## config.mk

```make
export PLATFORM = sky130hd
export DESIGN_NAME = alu_issue
export DESIGN_NICKNAME = d
export VERILOG_FILES = /design/src/rtl/alu_pkg.sv /design/src/rtl/alu_decode.sv /design/src/rtl/alu_issue.sv
export SDC_FILE = /design/constraint.sdc
export NUM_CORES = 1
export LEC_CHECK = 0
export BUFFER_PORTS_ARGS = -buffer_cell sky130_fd_sc_hd__buf_2
export CAP_MARGIN = 20
export CORE_MARGIN = 1
export CORE_UTILIZATION = 49
export DETAILED_ROUTE_END_ITERATION = 6
export PLACE_DENSITY = 0.85
export SLEW_MARGIN = 20
export SYNTH_ARGS = -nofsm -noshare
export SYNTH_HDL_FRONTEND = slang
export SYNTH_SLANG_ARGS = --single-unit
```

## constraint.sdc

```tcl
create_clock -name clk -period 3.1 [get_ports clk]
set_input_delay 0.62 -clock clk [delete_from_list [all_inputs] [get_ports clk]]
set_output_delay 0.62 -clock clk [all_outputs]
set_load 0.02 [all_outputs]
```

## src/rtl/alu_pkg.sv

```systemverilog
// Shared ALU op / opcode / funct constants and the issue-queue entry record.
// Latency: none (declarations only).
// Backpressure: none (declarations only).
package alu_pkg;

  localparam int ALU_W = 32;

  localparam logic [2:0] ALU_AND = 3'b000;
  localparam logic [2:0] ALU_OR  = 3'b001;
  localparam logic [2:0] ALU_ADD = 3'b010;
  localparam logic [2:0] ALU_SUB = 3'b110;
  localparam logic [2:0] ALU_SLT = 3'b111;

  localparam logic [5:0] OP_RTYPE = 6'h00;
  localparam logic [5:0] OP_BEQ   = 6'h04;
  localparam logic [5:0] OP_ADDI  = 6'h08;
  localparam logic [5:0] OP_SLTI  = 6'h0A;
  localparam logic [5:0] OP_ANDI  = 6'h0C;
  localparam logic [5:0] OP_ORI   = 6'h0D;
  localparam logic [5:0] OP_LW    = 6'h23;
  localparam logic [5:0] OP_SW    = 6'h2B;

  localparam logic [5:0] FN_ADD = 6'h20;
  localparam logic [5:0] FN_SUB = 6'h22;
  localparam logic [5:0] FN_AND = 6'h24;
  localparam logic [5:0] FN_OR  = 6'h25;
  localparam logic [5:0] FN_SLT = 6'h2A;

  typedef struct packed {
    logic [ALU_W-1:0] a;
    logic [ALU_W-1:0] b;
    logic [2:0]       op;
    logic             illegal;
  } alu_entry_t;

  // Builds a recognised (non-illegal) entry from its operands and op.
  function automatic alu_entry_t legal_entry(input logic [ALU_W-1:0] a,
                                             input logic [ALU_W-1:0] b,
                                             input logic [2:0]       op);
    alu_entry_t e;
    e.a       = a;
    e.b       = b;
    e.op      = op;
    e.illegal = 1'b0;
    return e;
  endfunction

endpackage

```

## src/rtl/alu_decode.sv

```systemverilog
// Combinational decode of opcode/funct/register/immediate fields into an ALU issue entry.
// Latency: 0 cycles (purely combinational).
// Backpressure: none; the caller decides when the entry is captured.
module alu_decode
  import alu_pkg::*;
(
  input  logic [5:0]       opcode,
  input  logic [5:0]       funct,
  input  logic [ALU_W-1:0] rs,
  input  logic [ALU_W-1:0] rt,
  input  logic [15:0]      imm,
  output alu_entry_t       entry
);

  logic [ALU_W-1:0] imm_sext;
  logic [ALU_W-1:0] imm_zext;

  assign imm_sext = {{(ALU_W-16){imm[15]}}, imm};
  assign imm_zext = {{(ALU_W-16){1'b0}}, imm};

  // Map the encoding to operands and op; anything unrecognised becomes a zeroed illegal entry.
  always_comb begin
    entry         = '0;
    entry.illegal = 1'b1;
    case (opcode)
      OP_RTYPE: begin
        case (funct)
          FN_AND:  entry = legal_entry(rs, rt, ALU_AND);
          FN_OR:   entry = legal_entry(rs, rt, ALU_OR);
          FN_ADD:  entry = legal_entry(rs, rt, ALU_ADD);
          FN_SUB:  entry = legal_entry(rs, rt, ALU_SUB);
          FN_SLT:  entry = legal_entry(rs, rt, ALU_SLT);
          default: ;
        endcase
      end
      OP_ADDI: entry = legal_entry(rs, imm_sext, ALU_ADD);
      OP_ANDI: entry = legal_entry(rs, imm_zext, ALU_AND);
      OP_ORI:  entry = legal_entry(rs, imm_zext, ALU_OR);
      OP_SLTI: entry = legal_entry(rs, imm_sext, ALU_SLT);
      OP_LW,
      OP_SW:   entry = legal_entry(rs, imm_sext, ALU_ADD);
      OP_BEQ:  entry = legal_entry(rs, rt, ALU_SUB);
      default: ;
    endcase
  end

endmodule

```

## src/rtl/alu_issue.sv

```systemverilog
// Operand-issue stage: decodes instruction fields into ALU operands/op and queues them for yAlu.
// Latency: 1 cycle from accept to out_valid when empty; 1 entry/cycle sustained.
// Backpressure: in_ready = not full (registered state only); head holds while out_ready is low.
module alu_issue
  import alu_pkg::*;
#(
  parameter int W     = ALU_W,  // must equal ALU_W: entries carry ALU_W-wide operands
  parameter int DEPTH = 2       // power of two, >= 2
) (
  input  logic         clk,
  input  logic         reset,
  input  logic         in_valid,
  output logic         in_ready,
  input  logic [5:0]   in_opcode,
  input  logic [5:0]   in_funct,
  input  logic [W-1:0] in_rs,
  input  logic [W-1:0] in_rt,
  input  logic [15:0]  in_imm,
  output logic         out_valid,
  input  logic         out_ready,
  output logic [W-1:0] out_a,
  output logic [W-1:0] out_b,
  output logic [2:0]   out_op,
  output logic         out_illegal
);

  localparam int AW = $clog2(DEPTH);
  localparam logic [AW:0]   CNT_FULL = (AW+1)'(DEPTH);
  localparam logic [AW:0]   CNT_ONE  = (AW+1)'(1);
  localparam logic [AW-1:0] PTR_ONE  = AW'(1);

  alu_entry_t    dec_entry;
  alu_entry_t    head;
  alu_entry_t    mem [DEPTH];
  logic [AW-1:0] wr_ptr;
  logic [AW-1:0] rd_ptr;
  logic [AW:0]   count;
  logic          push;
  logic          pop;

  alu_decode u_decode (
    .opcode (in_opcode),
    .funct  (in_funct),
    .rs     (in_rs),
    .rt     (in_rt),
    .imm    (in_imm),
    .entry  (dec_entry)
  );

  assign in_ready  = (count < CNT_FULL);
  assign out_valid = (count != '0);
  assign push      = in_valid && in_ready;
  assign pop       = out_valid && out_ready;

  // Head entry, forced to zero when the queue is empty so stale slots never leak out.
  assign head        = out_valid ? mem[rd_ptr] : '0;
  assign out_a       = head.a;
  assign out_b       = head.b;
  assign out_op      = head.op;
  assign out_illegal = head.illegal;

  // Queue storage and pointers; reset wins over any handshake in the same cycle.
  always_ff @(posedge clk) begin
    if (reset) begin
      wr_ptr <= '0;
      rd_ptr <= '0;
      count  <= '0;
      for (int i = 0; i < DEPTH; i++) begin
        mem[i] <= '0;
      end
    end else begin
      if (push) begin
        mem[wr_ptr] <= dec_entry;
        wr_ptr      <= wr_ptr + PTR_ONE;
      end
      if (pop) begin
        rd_ptr <= rd_ptr + PTR_ONE;
      end
      if (push && !pop) begin
        count <= count + CNT_ONE;
      end else if (pop && !push) begin
        count <= count - CNT_ONE;
      end
    end
  end

endmodule

```

Yosys cells after proc, flatten, opt, wreduce, memory -nomap -nowiden
Memory sizes are Yosys's and may differ from the RTL's. A register that Yosys moved wholly into a read port is not among the register bits.
Index checks and enable logic that the tools add are counted.
Widths: inputs -> output; s select.
{"block": "word_totals", "ramBits": 136, "n_memories": 1, "ff_bits": 4, "word_cells": 47, "output_inout_bits": 70, "input_bits": 96}
{"memory": "mem", "depth": 2, "width": 68, "rd": 1, "rd_ports_with_merged_regs": 1, "write_ports": 2, "line_no": "alu_issue.sv:34", "rtl": "alu_entry_t mem [DEPTH];"}
{"block": "op_classes", "n_mux": 15, "add_sub_neg": 4, "eq_ne": 12, "order_cmp": 1, "reduce_logical": 11}
{"cell": "$pmux 68 s6", "count": 1}
{"cell": "$pmux 68 s5", "count": 1}
{"cell": "$mux 68", "count": 2}
{"cell": "$reduce_or 68->1", "count": 1}
{"cell": "$eq 6x6->1 const B", "count": 7}
{"cell": "$eq 6x4->1 const B", "count": 4}
{"cell": "$mux 1", "count": 9}
{"cell": "$eq 6x3->1 const B", "count": 1}
{"cell": "$logic_not 6->1", "count": 1}
{"cell": "$logic_and 1x1->1", "count": 4}
{"cell": "$mux 2", "count": 2}
{"cell": "$reduce_bool 2->1", "count": 2}
{"cell": "$reduce_or 3->1", "count": 1}
{"cell": "$add 1x1->1 const B", "count": 2}
{"cell": "$add 2x1->2 const B", "count": 1}
{"cell": "$logic_not 1->1", "count": 2}
{"cell": "$lt 2x2->1 const B", "count": 1}
{"cell": "$sub 2x1->2 const B", "count": 1}

Longest topological paths before layout
{"block": "logic_depth", "word_depth": 7, "ltp_mapped": 7, "ltp_nobuf": 7}

Cells and area by module
Synthesis repeated with hierarchy kept, for this count alone.
{"block": "unflattened", "hier_cells": 600, "hier_area_um2": 7358.3}
{"mod": "alu_issue", "cells_per_inst": 480, "area_per_inst_um2": 6338.6, "seq_area_each_um2": 4184.0, "instances": 1}
{"mod": "alu_decode", "cells_per_inst": 120, "area_per_inst_um2": 1019.7, "seq_area_each_um2": 0.0, "instances": 1}

Worst setup path before layout
OpenSTA, ideal clock, no wires.
{"block": "synth_timing", "path_kind": "input -> register", "from": "input reset", "to": "memory mem[1][0] (netlist name) (enable)", "setup_slack_ps": -2, "path_buffers": 2, "setup_time_ps": 437, "t_arrival_ps": 2665, "path_stages": 4, "required_ps": 2663, "path_cell_list": "buf_6 -> nand4bb_1 -> clkbuf_1 -> nand2b_1"}
{"element": "start, declared", "line_no": "alu_issue.sv:11", "rtl": "input logic reset,"}
{"element": "end, declared", "line_no": "alu_issue.sv:34"}

Worst setup path after layout
{"block": "layout_timing", "from": "register count[1]", "to": "output out_a[22]"}
{"block": "layout_between", "elab_chain_cells": 2}
{"element": "start, declared", "line_no": "alu_issue.sv:37", "rtl": "logic [AW:0] count;"}
{"element": "start signal, assigned", "line_no": "alu_issue.sv:80", "rtl": "count <= count + CNT_ONE;"}
{"element": "start signal, assigned", "line_no": "alu_issue.sv:82", "rtl": "count <= count - CNT_ONE;"}
{"element": "$reduce_bool 2->1", "line_no": "alu_issue.sv:51", "rtl": "assign out_valid = (count != '0);"}
{"element": "$mux 68", "line_no": "alu_issue.sv:56", "rtl": "assign head = out_valid ? mem[rd_ptr] : '0;"}
{"element": "end, declared", "line_no": "alu_issue.sv:21", "rtl": "output logic [W-1:0] out_a,"}
Every way passes these cells.

==> metrics list <==
- The setup path with the least slack is of type reg -> out.
* Fill cell total of the finished layout: approximately 1,100
- Antenna violations before repair: 2
- The first global-routing pass estimated between 20,000 and 25,000 um of wire.
* Number of cells traversed by the worst hold path: 2
- The startpoint identified for the worst register-to-register timing path is count[1]$_SDFFE_PP0P_.
* Data arrival time of the worst path: between 1500 and 2000 ps
- Average footprint of a synthesized cell: ~13 um^2
* Post-Synthesis Net Count: 610
* Routed vias/inst: 5.35
- Internal power consumption: between 4000 and 5000 uW
- Most frequent cell after synthesis: sky130_fd_sc_hd__edfxtp_1
- The count of buffers added on input and output ports is about 170.
* Worst reg2reg endpoint: mem[0][36]$_SDFFCE_PN0P_
* Overall Global Routing Usage: 0.212
* Net switching power figure: around 2000 uW
- Synthesis produced a netlist whose cell count is between 500 and 600.
* Max H-tree Level: 4
- For this run, asynchronously set or reset flops after synthesis account for 0.
* Flip-flop and latch count after synthesis: roughly 140
- Type of element capturing the critical path: primary output
- The initial utilization of the core area, before any placement, comes to 0.511.
* Deepest clock path buffer count: 2
* Number of global-route vias before repair: between 4,000 and 5,000
- The share of synthesized area in the top cell type comes to 0.592.
- Among all flip-flop cells after synthesis, the most frequent one is sky130_fd_sc_hd__edfxtp_1.
* Proportion of layout cells with a drive suffix above 1: 0.360
- YS warnings: 0
- The routed layout has roughly 4,600 vias.
- Die Ht: ~120 um
- After floorplanning, the core was divided into 42 placement rows.
* RSZ-0062 raised after global routing: false
- Largest stage delay on the critical path: approximately 540 ps
- TritonCTS built the clock tree.
* Post_cts resized: 0
- Most common library cells after synthesis: sky130_fd_sc_hd__edfxtp_1, sky130_fd_sc_hd__nor2_1, sky130_fd_sc_hd__mux2i_1, sky130_fd_sc_hd__a21o_1
- First-pass detailed-route iteration total: 4
- For this run, design rule violations remaining after detail routing come to 0.
- Combinational power share: 0.282
- Setup violations remaining at the end of the flow were counted as 0.
- Average wire length per cell after detail routing: between 15 and 20 um
* Cell with the largest stage delay on the worst path: sky130_fd_sc_hd__nor2_4
- Cell area after synthesis: roughly 7000 um^2
- Reg clk slew, reported paths: ~60 ps
- The number of hold-slack violations in the final timing report was 0.
- Area Growth Syn to Fin: 23.5%
- The path with the worst hold slack has its endpoint at count[1]$_SDFFE_PP0P_.
* Clock share of power: 0.321
- Post-route clock period utilization: 0.843
- Skew-Pair Late Insertion Delay: ~410 ps
- In this run the static leakage power is ~0.0038 uW.
- Setup repair bufs after CTS: 0
- The congestion estimate from routability-driven global placement came to 0.797.
- Placeable Area: 13,500 um^2
* Post-synth EDFFs: about 140
* Die width: approximately 120 um
- Cell chain of the critical path: nor2_4, buf_4, nor2_1, buf_2
* Number of pins with negative max-slew slack in the final report: 0
* Launch instance of the worst min-delay path: reset
- Hold WC Path Type: in -> reg
- Clock tree skew after final layout: between 4 and 5 ps
- Result of the run: finished, final reports clean
* Buffers & Inverters on Critical Path: 2
- In this run the count of I/O pins placed on the die edge is between 150 and 200.
* Library cell occupying the most area in the post-synthesis netlist: sky130_fd_sc_hd__edfxtp_1
* Proportion of power drawn by flip-flops and latches: 0.397
- For this run the aggregate overflow at the end of global routing stands at 0.
- STA classifies the critical path startpoint as a flip-flop.
- Worst Tran Pin Value: about 770 ps
- The tree built by TritonCTS fans out to about 140 sinks.
- Data on the critical path is required at its endpoint by 2480 ps.
- Yosys attributes the largest share of cell area to sky130_fd_sc_hd__edfxtp_1, sky130_fd_sc_hd__mux2i_1, sky130_fd_sc_hd__nor2_1, sky130_fd_sc_hd__a22o_1, sky130_fd_sc_hd__nor2b_4.
- The kind of cell with the highest combined delay along the critical path is simple AND/OR/NAND/NOR gates.
- Max cap viols: 0
* Routed Antenna Nets: 0
- Pin count of the biggest net entering global routing: 37
* Number of nets in the layout: slightly below 800
* Post-DP HPWL: 9600 um
- Maximum operating frequency: 383 MHz
- In the final timing run, aggregate negative setup slack is 0 ps.
- Number of cell instances on the worst register-to-register path: 4
* Total inserted antenna cells: 0
* Initial DRC count: ~280
- Root buffer cell: sky130_fd_sc_hd__clkbuf_16
- The die covers roughly 15,000 um^2.
* Total detailed-routing wirelength: between 10,000 and 15,000 um
- Library cells used by synthesis: 44
- Across all register-to-register paths, the minimum setup slack is roughly 780 ps.
- On the final layout, the worst hold slack is just under 500 ps.
- The clock period could shrink to approximately 2600 ps.
- PwrDens: about 730 nW/um^2
* Crit Path Max Fanout: 25
* Switching Share: 0.319
* Max transition margin: 0.489
- Max IR drop VDD: 0.467 mV
- In this run, CTS created clock tree buffers numbering 17.
- Sequential share of the synthesized area: 0.607
- After clock tree synthesis, the flow added hold-fix buffers numbering 0.
==> kinds of logic (layout without fill, tap and decap cells) <==
logic type | after synthesis | in the layout | synth area share
adders and majority gates | 1 | 1 | 0.00181
muxes | 70 | 70 | 0.102
xor gates and xnor gates | 4 | 4 | 0.00508
AOI/OAI and AO/OA | 82 | 82 | 0.0952
and+or+nand+nor | 176 | 176 | 0.159
DFF | 141 | 141 | 0.607
buffers and inverters | 39 | 217 | 0.0303
==> how the worst max path moves through the flow <==
| stage | startpoint | to | slack (ps) | depth (start not counted) |
|---|---|---|---|---|
| after floorplan | in_valid | mem[0][0]$_SDFFCE_PN0P_ | 370 | 2 |
| after global placement | reset | mem[0][37]$_SDFFCE_PN0P_ | 470 | 5 |
| after detailed placement | reset | mem[0][37]$_SDFFCE_PN0P_ | 440 | 5 |
| after CTS | count[1]$_SDFFE_PP0P_ | out_a[22] | 430 | 4 |
| after global routing | count[1]$_SDFFE_PP0P_ | out_a[16] | 350 | 4 |
| final | count[1]$_SDFFE_PP0P_ | out_a[22] | 490 | 4 |
==> per-layer routing <==
metal  share of wire  GRT usage
met1            0.40      0.243
met2            0.52      0.380
met3           0.066     0.0585
met4          0.0096     0.0718
met5          0.0016          0
==> worst register-to-register path, delay by kind of cell, from the launching register on <==
family,cells,cell delay (ps)
and+or+nand+nor,3,1290
DFF,1,370
AOI/OAI and AO/OA,1,500
==> area by class of cell <==
type	count	area [um^2]	area share
clock inverter	12	146	0.0172
inverter	4	15.0	0.00176
timing repair buffer	181	971	0.114
multi-input combinational	333	2540	0.298
tap	176	220	0.0259
clock buffer	20	437	0.0513
sequential	141	4190	0.492
==> cell usage in the layout (no fill, tap or decap), types with 3 or more instances in the layout <==
master / Yosys / routed
sky130_fd_sc_hd__a21o_1: 33 / 32
sky130_fd_sc_hd__buf_4: 1 / 14
sky130_fd_sc_hd__nor2_1: 82 / 80
sky130_fd_sc_hd__buf_2: 9 / 165
sky130_fd_sc_hd__inv_1: 4 / 4
sky130_fd_sc_hd__clkbuf_1: 15 / 3
sky130_fd_sc_hd__a22o_1: 32 / 32
sky130_fd_sc_hd__dfxtp_1: 5 / 4
sky130_fd_sc_hd__a31oi_1: 3 / 3
sky130_fd_sc_hd__nor2b_4: 20 / 20
sky130_fd_sc_hd__clkbuf_16: 0 / 17
sky130_fd_sc_hd__nor2b_1: 11 / 11
sky130_fd_sc_hd__nor3b_1: 3 / 3
sky130_fd_sc_hd__and2_1: 32 / 32
sky130_fd_sc_hd__o21ai_0: 5 / 5
sky130_fd_sc_hd__clkinv_2: 0 / 3
sky130_fd_sc_hd__clkinv_4: 0 / 3
sky130_fd_sc_hd__mux2i_1: 70 / 70
sky130_fd_sc_hd__edfxtp_1: 136 / 136
sky130_fd_sc_hd__nor2b_2: 10 / 10
sky130_fd_sc_hd__bufinv_16: 0 / 3
sky130_fd_sc_hd__nand2_1: 3 / 3
sky130_fd_sc_hd__and3b_1: 3 / 3
sky130_fd_sc_hd__xor2_1: 3 / 3
==> power by group through the flow <==
stage / registers (uW) / clock network, uW / logic [uW]
6_report: 2470 / 2000 / 1750
5_1_grt: 2500 / 2100 / 1880
4_1_cts: 2480 / 2030 / 1780
3_5_place_dp: 2520 / 0 / 1770
3_3_place_gp: 2500 / 0 / 1740
2_1_floorplan: 2440 / 0 / 1220
==> flip-flops by register name, summed over array words and instances, names as in the netlist, named ones only <==
signal / flops
mem: 136
count: 2
rd_ptr: 1
wr_ptr: 1
==> per-stage QoR <==
stage / setup WS, ps / cells / utilization / total power [uW] / instance area, um^2
after floorplan: 371 / 513 / - / 3660 / 6900
after global placement: 473 / 835 / 0.588 / 4240 / 7940
after detailed placement: 440 / 835 / 0.588 / 4290 / 7940
after CTS: 429 / 867 / 0.631 / 6280 / 8520
after global routing: 355 / 867 / 0.631 / 6490 / 8520
final: 487 / 867 / 0.631 / 6230 / 8520
Power figures use the tool's default switching activity.
